==> src/rtl/jtag_dr_sequencer.sv <==
`default_nettype none
// +--------------------------------------------------------------------------+
// | jtag_dr_sequencer: USER4 DR scan sequencer, byte FIFO in, result out.     |
// | Revision: 1.0                                                             |
// +--------------------------------------------------------------------------+
module jtag_dr_sequencer #(
  parameter int RESULT_WIDTH = 16,
  parameter int FIFO_DEPTH   = 4,
  parameter int CNT_WIDTH    = 32
) (
  input  logic                    tck,
  input  logic                    rst_n,
  input  logic                    tdi,
  output logic                    tdo,
  input  logic                    test_logic_reset,
  input  logic                    ir_is_user,
  input  logic                    capture_dr,
  input  logic                    shift_dr,
  input  logic                    update_dr,
  output logic [7:0]              byte_data,
  output logic                    byte_valid,
  input  logic                    byte_ready,
  input  logic [RESULT_WIDTH-1:0] result,
  input  logic                    result_valid,
  output logic [CNT_WIDTH-1:0]    bytes_accepted,
  output logic                    overflow,
  output logic                    bad_scan,
  output logic                    readback_done
);
  localparam int         c_aw     = $clog2(FIFO_DEPTH);
  localparam logic [7:0] c_rw_len = 8'(RESULT_WIDTH);

  typedef enum logic [1:0] {
    ST_IDLE   = 2'd0,
    ST_SHIFT  = 2'd1,
    ST_UPDATE = 2'd2
  } state_t;

  state_t                  r_state;
  state_t                  w_state_nxt;
  logic [7:0]              r_bit_cnt;
  logic [7:0]              r_in_sr;
  logic [RESULT_WIDTH-1:0] r_out_sr;
  logic                    w_cap;
  logic                    w_upd;
  logic                    w_shift;
  logic                    w_push;
  logic                    w_rb;
  logic                    w_bad;
  logic [c_aw:0]           r_wr_ptr;
  logic [c_aw:0]           r_rd_ptr;
  logic [7:0]              r_mem [FIFO_DEPTH];
  logic                    w_empty;
  logic                    w_full;
  logic                    w_pop;
  logic                    w_push_ok;
  logic                    w_drop;
  logic [CNT_WIDTH-1:0]    r_cnt;
  logic                    r_ovf;
  logic                    r_bad;
  logic                    r_rb;

  // Capture wins over update, update wins over shift; update only counts inside a scan.
  assign w_cap   = ir_is_user & capture_dr;
  assign w_upd   = ir_is_user & update_dr & ~capture_dr & (r_state == ST_SHIFT);
  assign w_shift = ir_is_user & shift_dr & ~capture_dr & ~update_dr & (r_state == ST_SHIFT);

  always_comb begin
    w_state_nxt = r_state;
    w_push      = 1'b0;
    w_rb        = 1'b0;
    w_bad       = 1'b0;
    if (w_cap) begin
      w_state_nxt = ST_SHIFT;
    end else if (w_upd) begin
      w_state_nxt = ST_UPDATE;
      if (r_bit_cnt == 8'd8)
        w_push = 1'b1;
      else if (r_bit_cnt >= c_rw_len)
        w_rb = 1'b1;
      else
        w_bad = 1'b1;
    end else if (r_state == ST_UPDATE) begin
      w_state_nxt = ST_IDLE;
    end
  end

  always_ff @(posedge tck or negedge rst_n) begin
    if (!rst_n)
      r_state <= ST_IDLE;
    else if (test_logic_reset)
      r_state <= ST_IDLE;
    else
      r_state <= w_state_nxt;
  end

  assign w_empty   = (r_wr_ptr == r_rd_ptr);
  assign w_full    = (r_wr_ptr[c_aw-1:0] == r_rd_ptr[c_aw-1:0]) && (r_wr_ptr[c_aw] != r_rd_ptr[c_aw]);
  assign w_pop     = ~w_empty & byte_ready;
  // A full FIFO still takes a byte when the head leaves in the same cycle.
  assign w_push_ok = w_push & (~w_full | w_pop) & ~test_logic_reset;
  assign w_drop    = w_push & w_full & ~w_pop;

  always_ff @(posedge tck or negedge rst_n) begin
    if (!rst_n) begin
      r_bit_cnt <= '0;
      r_in_sr   <= '0;
      r_out_sr  <= '0;
      r_wr_ptr  <= '0;
      r_rd_ptr  <= '0;
      r_cnt     <= '0;
      r_ovf     <= 1'b0;
      r_bad     <= 1'b0;
      r_rb      <= 1'b0;
    end else if (test_logic_reset) begin
      r_bit_cnt <= '0;
      r_in_sr   <= '0;
      r_out_sr  <= '0;
      r_wr_ptr  <= '0;
      r_rd_ptr  <= '0;
      r_cnt     <= '0;
      r_ovf     <= 1'b0;
      r_bad     <= 1'b0;
      r_rb      <= 1'b0;
    end else begin
      if (w_cap) begin
        r_bit_cnt <= '0;
        r_out_sr  <= result_valid ? result : '1;
      end else if (w_shift) begin
        r_in_sr  <= {tdi, r_in_sr[7:1]};
        r_out_sr <= {1'b0, r_out_sr[RESULT_WIDTH-1:1]};
        if (r_bit_cnt != 8'hFF)
          r_bit_cnt <= r_bit_cnt + 8'd1;
      end
      if (w_pop)
        r_rd_ptr <= r_rd_ptr + (c_aw+1)'(1);
      if (w_push_ok) begin
        r_wr_ptr <= r_wr_ptr + (c_aw+1)'(1);
        r_cnt    <= r_cnt + CNT_WIDTH'(1);
      end
      if (w_drop)
        r_ovf <= 1'b1;
      if (w_bad)
        r_bad <= 1'b1;
      r_rb <= w_rb;
    end
  end

  always_ff @(posedge tck) begin
    if (w_push_ok)
      r_mem[r_wr_ptr[c_aw-1:0]] <= r_in_sr;
  end

  assign tdo            = r_out_sr[0];
  assign byte_valid     = ~w_empty;
  assign byte_data      = w_empty ? 8'h00 : r_mem[r_rd_ptr[c_aw-1:0]];
  assign bytes_accepted = r_cnt;
  assign overflow       = r_ovf;
  assign bad_scan       = r_bad;
  assign readback_done  = r_rb;

endmodule
`default_nettype wire

==> config.mk <==
export PLATFORM = sky130hd
export DESIGN_NAME = jtag_dr_sequencer
export DESIGN_NICKNAME = d
export VERILOG_FILES = /design/src/rtl/jtag_dr_sequencer.sv
export SDC_FILE = /design/constraint.sdc
export NUM_CORES = 1
export LEC_CHECK = 0
export BUFFER_PORTS_ARGS = -buffer_cell sky130_fd_sc_hd__buf_2
export CAP_MARGIN = 20
export CELL_PAD_IN_SITES_DETAIL_PLACEMENT = 1
export CELL_PAD_IN_SITES_GLOBAL_PLACEMENT = 1
export CORE_ASPECT_RATIO = 1.1
export CORE_MARGIN = 8
export CORE_UTILIZATION = 45
export CTS_CLUSTER_SIZE = 14
export DETAILED_ROUTE_END_ITERATION = 10
export HOLD_SLACK_MARGIN = 0.12
export MAX_ROUTING_LAYER = met4
export PLACE_DENSITY = 0.89
export SYNTH_ARGS = -nofsm -noshare
export SYNTH_HDL_FRONTEND = slang
export SYNTH_SLANG_ARGS = --single-unit
==> constraint.sdc <==
create_clock -name tck -period 3.2 [get_ports tck]
set_clock_uncertainty 0.15 [all_clocks]
set_input_delay 0.64 -clock tck [delete_from_list [all_inputs] [get_ports tck]]
set_output_delay 0.64 -clock tck [all_outputs]
set_load 0.01 [all_outputs]
* Word-level counts from Yosys, hierarchy flattened
Memories as Yosys holds them, arrays and structs flattened.
Cells that the tools add are included.
** Cells by class
- Add/sub/neg operators :: 4
- $lt $le $gt $ge :: 1
- Equality and inequality tests :: 8
- Multiplexer cells :: 40
- Bitwise logic cells :: 20
- Reductions and logical operators :: 11
** Operators with widths (count)
- two-way mux 16 bit :: 4
- two-way mux 32 bit :: 2
- two-way mux 8 bit :: 8
- adder 32 x 1 -> 32 bit (second input constant) :: 1
- two-way mux 1 bit :: 18
- bitwise AND 1 bit :: 13
- two-way mux 3 bit :: 4
- nonzero test 2 bit :: 5
- adder 8 x 1 -> 8 bit (second input constant) :: 1
- == test 8 x 4 -> 1 bit (second input constant) :: 1
- >= comparator 8 x 5 -> 1 bit (second input constant) :: 1
- two-way mux 2 bit :: 4
- inequality test 8 bit (second input constant) :: 1
- adder 3 x 1 -> 3 bit (second input constant) :: 2
- inverter 1 bit :: 6
- nonzero test 3 bit :: 2
- AND reduction 2 bit :: 2
- nonzero test 4 bit :: 1
- == test 3 bit :: 1
- == test 2 x 1 -> 1 bit (second input constant) :: 1
- == test 2 bit :: 1
- == test 2 bit (second input constant) :: 1
- inequality test 2 bit (second input constant) :: 1
- logical AND 1 bit :: 1
- 2 further kinds :: 2
** Storage, ports and cells
- Flip-flop bits (word level) :: 75
- RAM bits :: 32
- Input bits :: 26
- Output and inout port bits :: 45
- Logic and storage cells :: 95
- Memories kept :: 1
** Memories
- r_mem :: words 4, width 8, rd ports 1, clocked after Yosys merged registers in 0, write ports 1, line 52 : logic [7:0] r_mem [FIFO_DEPTH];

* Depth between registers and ports, before layout
- Word-level depth :: 9
- Gate-level depth with buffers :: 9
- Depth with buffers taken out :: 7

* Worst setup path before layout
OpenSTA, ideal clock, no wires.
- Path kind :: input -> register
- Start point :: in capture_dr
- End point :: reg r_cnt[26], in the netlist bytes_accepted[26]
- Setup time :: 0.078 ns
- Arrival :: 2.424 ns
- Data required time :: 2.972 ns
- Path slack :: 0.548 ns
- Stages :: 7
- Path buffers :: 2
- Cell sequence :: nor4bb_1 > buf_2 > nand3_4 > or4b_4 > buf_6 > or4_1 > a21oi_1
** Between the ends
- Longest elaborated chain between the ends :: 8
- Elaborated cells between the ends (all ways) :: 9
- Those cells by class :: mux: 2; bitwise: 6; reduce/logical: 1
** Ends and longest elaborated chain
- start, declared :: line 17 : input logic capture_dr,
- inverter 1 bit :: line 65 : assign w_upd = ir_is_user & update_dr & ~capture_dr & (r_state == ST_SHIFT);
- bitwise AND 1 bit (2 in series) :: line 65
- two-way mux 1 bit :: line 75 : end else if (w_upd) begin
- two-way mux 1 bit (*) :: line 73 : if (w_cap) begin
- bitwise AND 1 bit (*) (2 in series) :: line 101 : assign w_push_ok = w_push & (~w_full | w_pop) & ~test_logic_reset;
- nonzero test 2 bit (no line) (*)
- end signal, assigned :: line 139 : r_cnt <= r_cnt + CNT_WIDTH'(1);
- end, declared :: line 58 : logic [CNT_WIDTH-1:0] r_cnt;
Mark *: on every way between the ends. The rest lies on a longest branch, timed or not.
A chain may end at the register's enable or synchronous reset.

* Worst setup path in the final report
- Start point :: reg r_rd_ptr[1]
- End point :: reg r_cnt[29], in the netlist bytes_accepted[29]
** Between the ends
- Longest elaborated chain between the ends :: 7
- Elaborated cells between the ends (all ways) :: 10
- Those cells by class :: eq/ne: 2; bitwise: 6; reduce/logical: 2
** Ends and longest elaborated chain
- start, declared :: line 51 : logic [c_aw:0] r_rd_ptr;
- start signal, assigned :: line 136 : r_rd_ptr <= r_rd_ptr + (c_aw+1)'(1);
- == test 3 bit / == test 2 bit (equally long branches) :: line 97, 98
- inverter 1 bit / logical AND 1 bit (equally long branches) :: line 99, 98
- bitwise AND 1 bit / inverter 1 bit (equally long branches) :: line 99, 101
- OR 1 bit (*) :: line 101
- bitwise AND 1 bit (*) (2 in series) :: line 101
- nonzero test 2 bit (no line) (*)
Marked as above.

==> results.json <==
{
  "grt_pass1_wl_mm": 22.98,
  "use_met3_pct": 2.322,
  "core-area_sq_um": 11390,
  "max_clock_freq_ghz": 0.3495,
  "setup_viol": 0,
  "vias": 4130,
  "n_fill_cell": 1301,
  "syn_nets": 522,
  "rows": 41,
  "grt_pass1_vias": 4443,
  "cts_buffers": 9,
  "die-area_sq_um": 15310,
  "tightestPinTransition_ns": 0.6976,
  "fin_crit_sh_pct": 89.42,
  "dp.cells": 688,
  "grt_util_met1_pct": 21.89,
  "yosys.area.top_type": "dfrtp_1",
  "p_per_area_nw_per_um2": 438.9,
  "stdcell_count": 705,
  "rsz0062_at_grt": "no",
  "fp.dieW_um": 118.7,
  "slew_violations": 0,
  "avgViaCountPerCell": 5.858,
  "multi_input_comb_area_sq_um": 2205,
  "peakVddDrop_mv": 0.2157,
  "yosys_warnings": 0,
  "r2r-end": "bytes_accepted[29]$_DFFE_PN0P_",
  "final_cell_mix": "dfrtp_1, buf_2, nand2_1, a21oi_1, edfxtp_1",
  "ctsResizeCount": 0,
  "crit_arrival_ns": 2.94,
  "clockRootBuffer": "clkbuf_16",
  "fin_nets": 584,
  "layout_commonest_cell": "dfrtp_1",
  "end_kind": "flip-flop",
  "synth-async-reset-ratio_pct": 70.09,
  "required_ns": 3.28,
  "start_util_pct": 45.84,
  "max-cap-violations": 0,
  "hpwl_mm": 9.692,
  "area_growth_pct": 15.15,
  "cts_buffer_depth": 2,
  "cts_tree": "built",
  "globalRouteTotalUtil_pct": 19.17,
  "worstSetupPathType": "flip-flop to flip-flop",
  "firstDrtPassIters": 4,
  "io_pins": 71,
  "syn-instance-count": 488,
  "status": "finished, final reports clean",
  "drt_iter0_markers": 162,
  "fin_crit_ns": 2.862,
  "yosysSeqAreaShare_pct": 54.36,
  "grt_use_met2_pct": 33.80,
  "yosysTopAreaCellShare_pct": 35.95,
  "drc_errors": 0,
  "dieHeight_um": 129.0,
  "setup_tns_ns": 0,
  "ys_ff_latch": 107,
  "synth_flop_cell": "dfrtp_1",
  "drive_gt1_share_pct": 20.36,
  "synth_edf_count": 32,
  "r2r_slack_ns": 0.34,
  "path_clk_slew_ns": 0.07,
  "clk_latency_ns": 0.35,
  "syn_area_sq_um": 5220,
  "ant_nets": 0,
  "max_slew_margin_pct": 53.50,
  "cts.sinks": 107,
  "cts_setup_buffers": 0,
  "postCtsHoldBufs": 0,
  "cts_htree_levels": 3,
  "antenna_found_initial": 0,
  "worstReg2RegStart": "r_rd_ptr[1]$_DFFE_PN0P_",
  "gr-max-usage-layer": "met2",
  "startpoint_type": "flip-flop",
  "min_path_type": "input port to async pin",
  "grt_max_degree": 76,
  "synthTopCellsByArea": "dfrtp_1, edfxtp_1, nand2_1",
  "reg2regPathDepth": 5,
  "gp_congestion": 0.7772,
  "port_buffers": 70,
  "regArea_sq_um": 2838,
  "drt_wl_total_mm": 14.04,
  "crit_path_max_fanout": 13,
  "whs_ns": 0.1551,
  "leakage_nw": 2.401,
  "diodes": 0,
  "gr-total-overflow": 0,
  "ys_types": 49,
  "drt-wirelength-per-cell_um": 19.91,
  "avgSynthCellArea_sq_um": 10.70,
  "hold_viol_final": 0
}
-- how the worst max path moves through the flow --
| stage | start | endpoint | slack [ns] | cells after the start |
|---|---|---|---|---|
| after floorplan | capture_dr | bytes_accepted[26]$_DFFE_PN0P_ | 0.55 | 7 |
| after global placement | capture_dr | bytes_accepted[29]$_DFFE_PN0P_ | 0.40 | 7 |
| after detailed placement | capture_dr | bytes_accepted[26]$_DFFE_PN0P_ | 0.33 | 7 |
| after CTS | r_rd_ptr[1]$_DFFE_PN0P_ | bytes_accepted[29]$_DFFE_PN0P_ | 0.36 | 5 |
| after global routing | r_rd_ptr[1]$_DFFE_PN0P_ | bytes_accepted[29]$_DFFE_PN0P_ | 0.20 | 5 |
| final | r_rd_ptr[1]$_DFFE_PN0P_ | bytes_accepted[29]$_DFFE_PN0P_ | 0.34 | 5 |
-- flip-flops by register name, summed over array words and instances, names as in the netlist --
register        count
r_state             2
bytes_accepted     32
r_mem              32
r_wr_ptr            3
overflow            1
r_rd_ptr            3
readback_done       1
bad_scan            1
r_out_sr           16
r_in_sr             8
r_bit_cnt           8
-- worst max-delay path, stage by stage (launching register included) --
cell     delay (ns)
dfrtp_1        0.65
xnor2_1        0.20
and4b_1        0.38
or4_4          0.63
nor4_1         0.35
mux2_2         0.38
-- routing by layer --
layer  vias to the layer above  routed length, um
li1                       1915                  -
met2                        81               7421
met1                      2114               5953
met3                        20                387
met5                         -                  0
met4                         0                276
-- synthesized netlist by cell type (all sizes together) (3+ instances only) --
cell    number
or4         14
edfxtp      32
inv         12
buf          7
nand2       65
dfrtp       75
nor3b       16
and4         4
ha           8
a311oi      15
nand4        9
mux4         8
xor2         3
o31ai        7
nand3       27
a21oi       38
nor4         9
nor3         6
or3         16
and2        13
and3         5
nor2        23
clkbuf      23
xnor2       15
o21ai       14
-- per-stage QoR --
stage	power, W	setup slack (ns)	instance area [sq um]	utilization (%)
after global routing	0.002708	0.1982	6011	52.78
after global placement	0.001551	0.3956	5713	50.16
after detailed placement	0.001556	0.3297	5713	50.16
after CTS	0.002662	0.3561	6006	52.74
final	0.002638	0.3385	6011	52.78
after floorplan	0.001499	0.5476	5220	-
-- layout make-up --
cell class / count / share of cell area (%)
Clock buffer: 11 / 3.872
Clock inverter: 5 / 0.9992
Inverter: 12 / 0.7494
Multi-Input combinational cell: 339 / 36.68
Sequential cell: 107 / 47.21
Tap cell: 150 / 3.122
Timing Repair Buffer: 81 / 7.369
-- kinds of logic after synthesis --
kind of cell | Yosys count | share of synthesized area [%]
and+or+nand+nor | 218 | 23.15
DFF | 107 | 54.36
AOI/OAI and AO/OA | 84 | 10.09
buffers and inverters | 42 | 3.403
xor gates and xnor gates | 18 | 3.020
muxes | 11 | 4.051
adders and majority gates | 8 | 1.918
-- where the power goes --
part           internal [W]  switching, W  leakage [nW]  total [W]
Clock              0.000612      0.000497         0.142    0.00111
Sequential          0.00142    0.00000922          1.34    0.00142
Combinational     0.0000348     0.0000698         0.918   0.000105
Total               0.00206      0.000576          2.40    0.00264
Note: power is estimated with default switching activity, not from simulation.
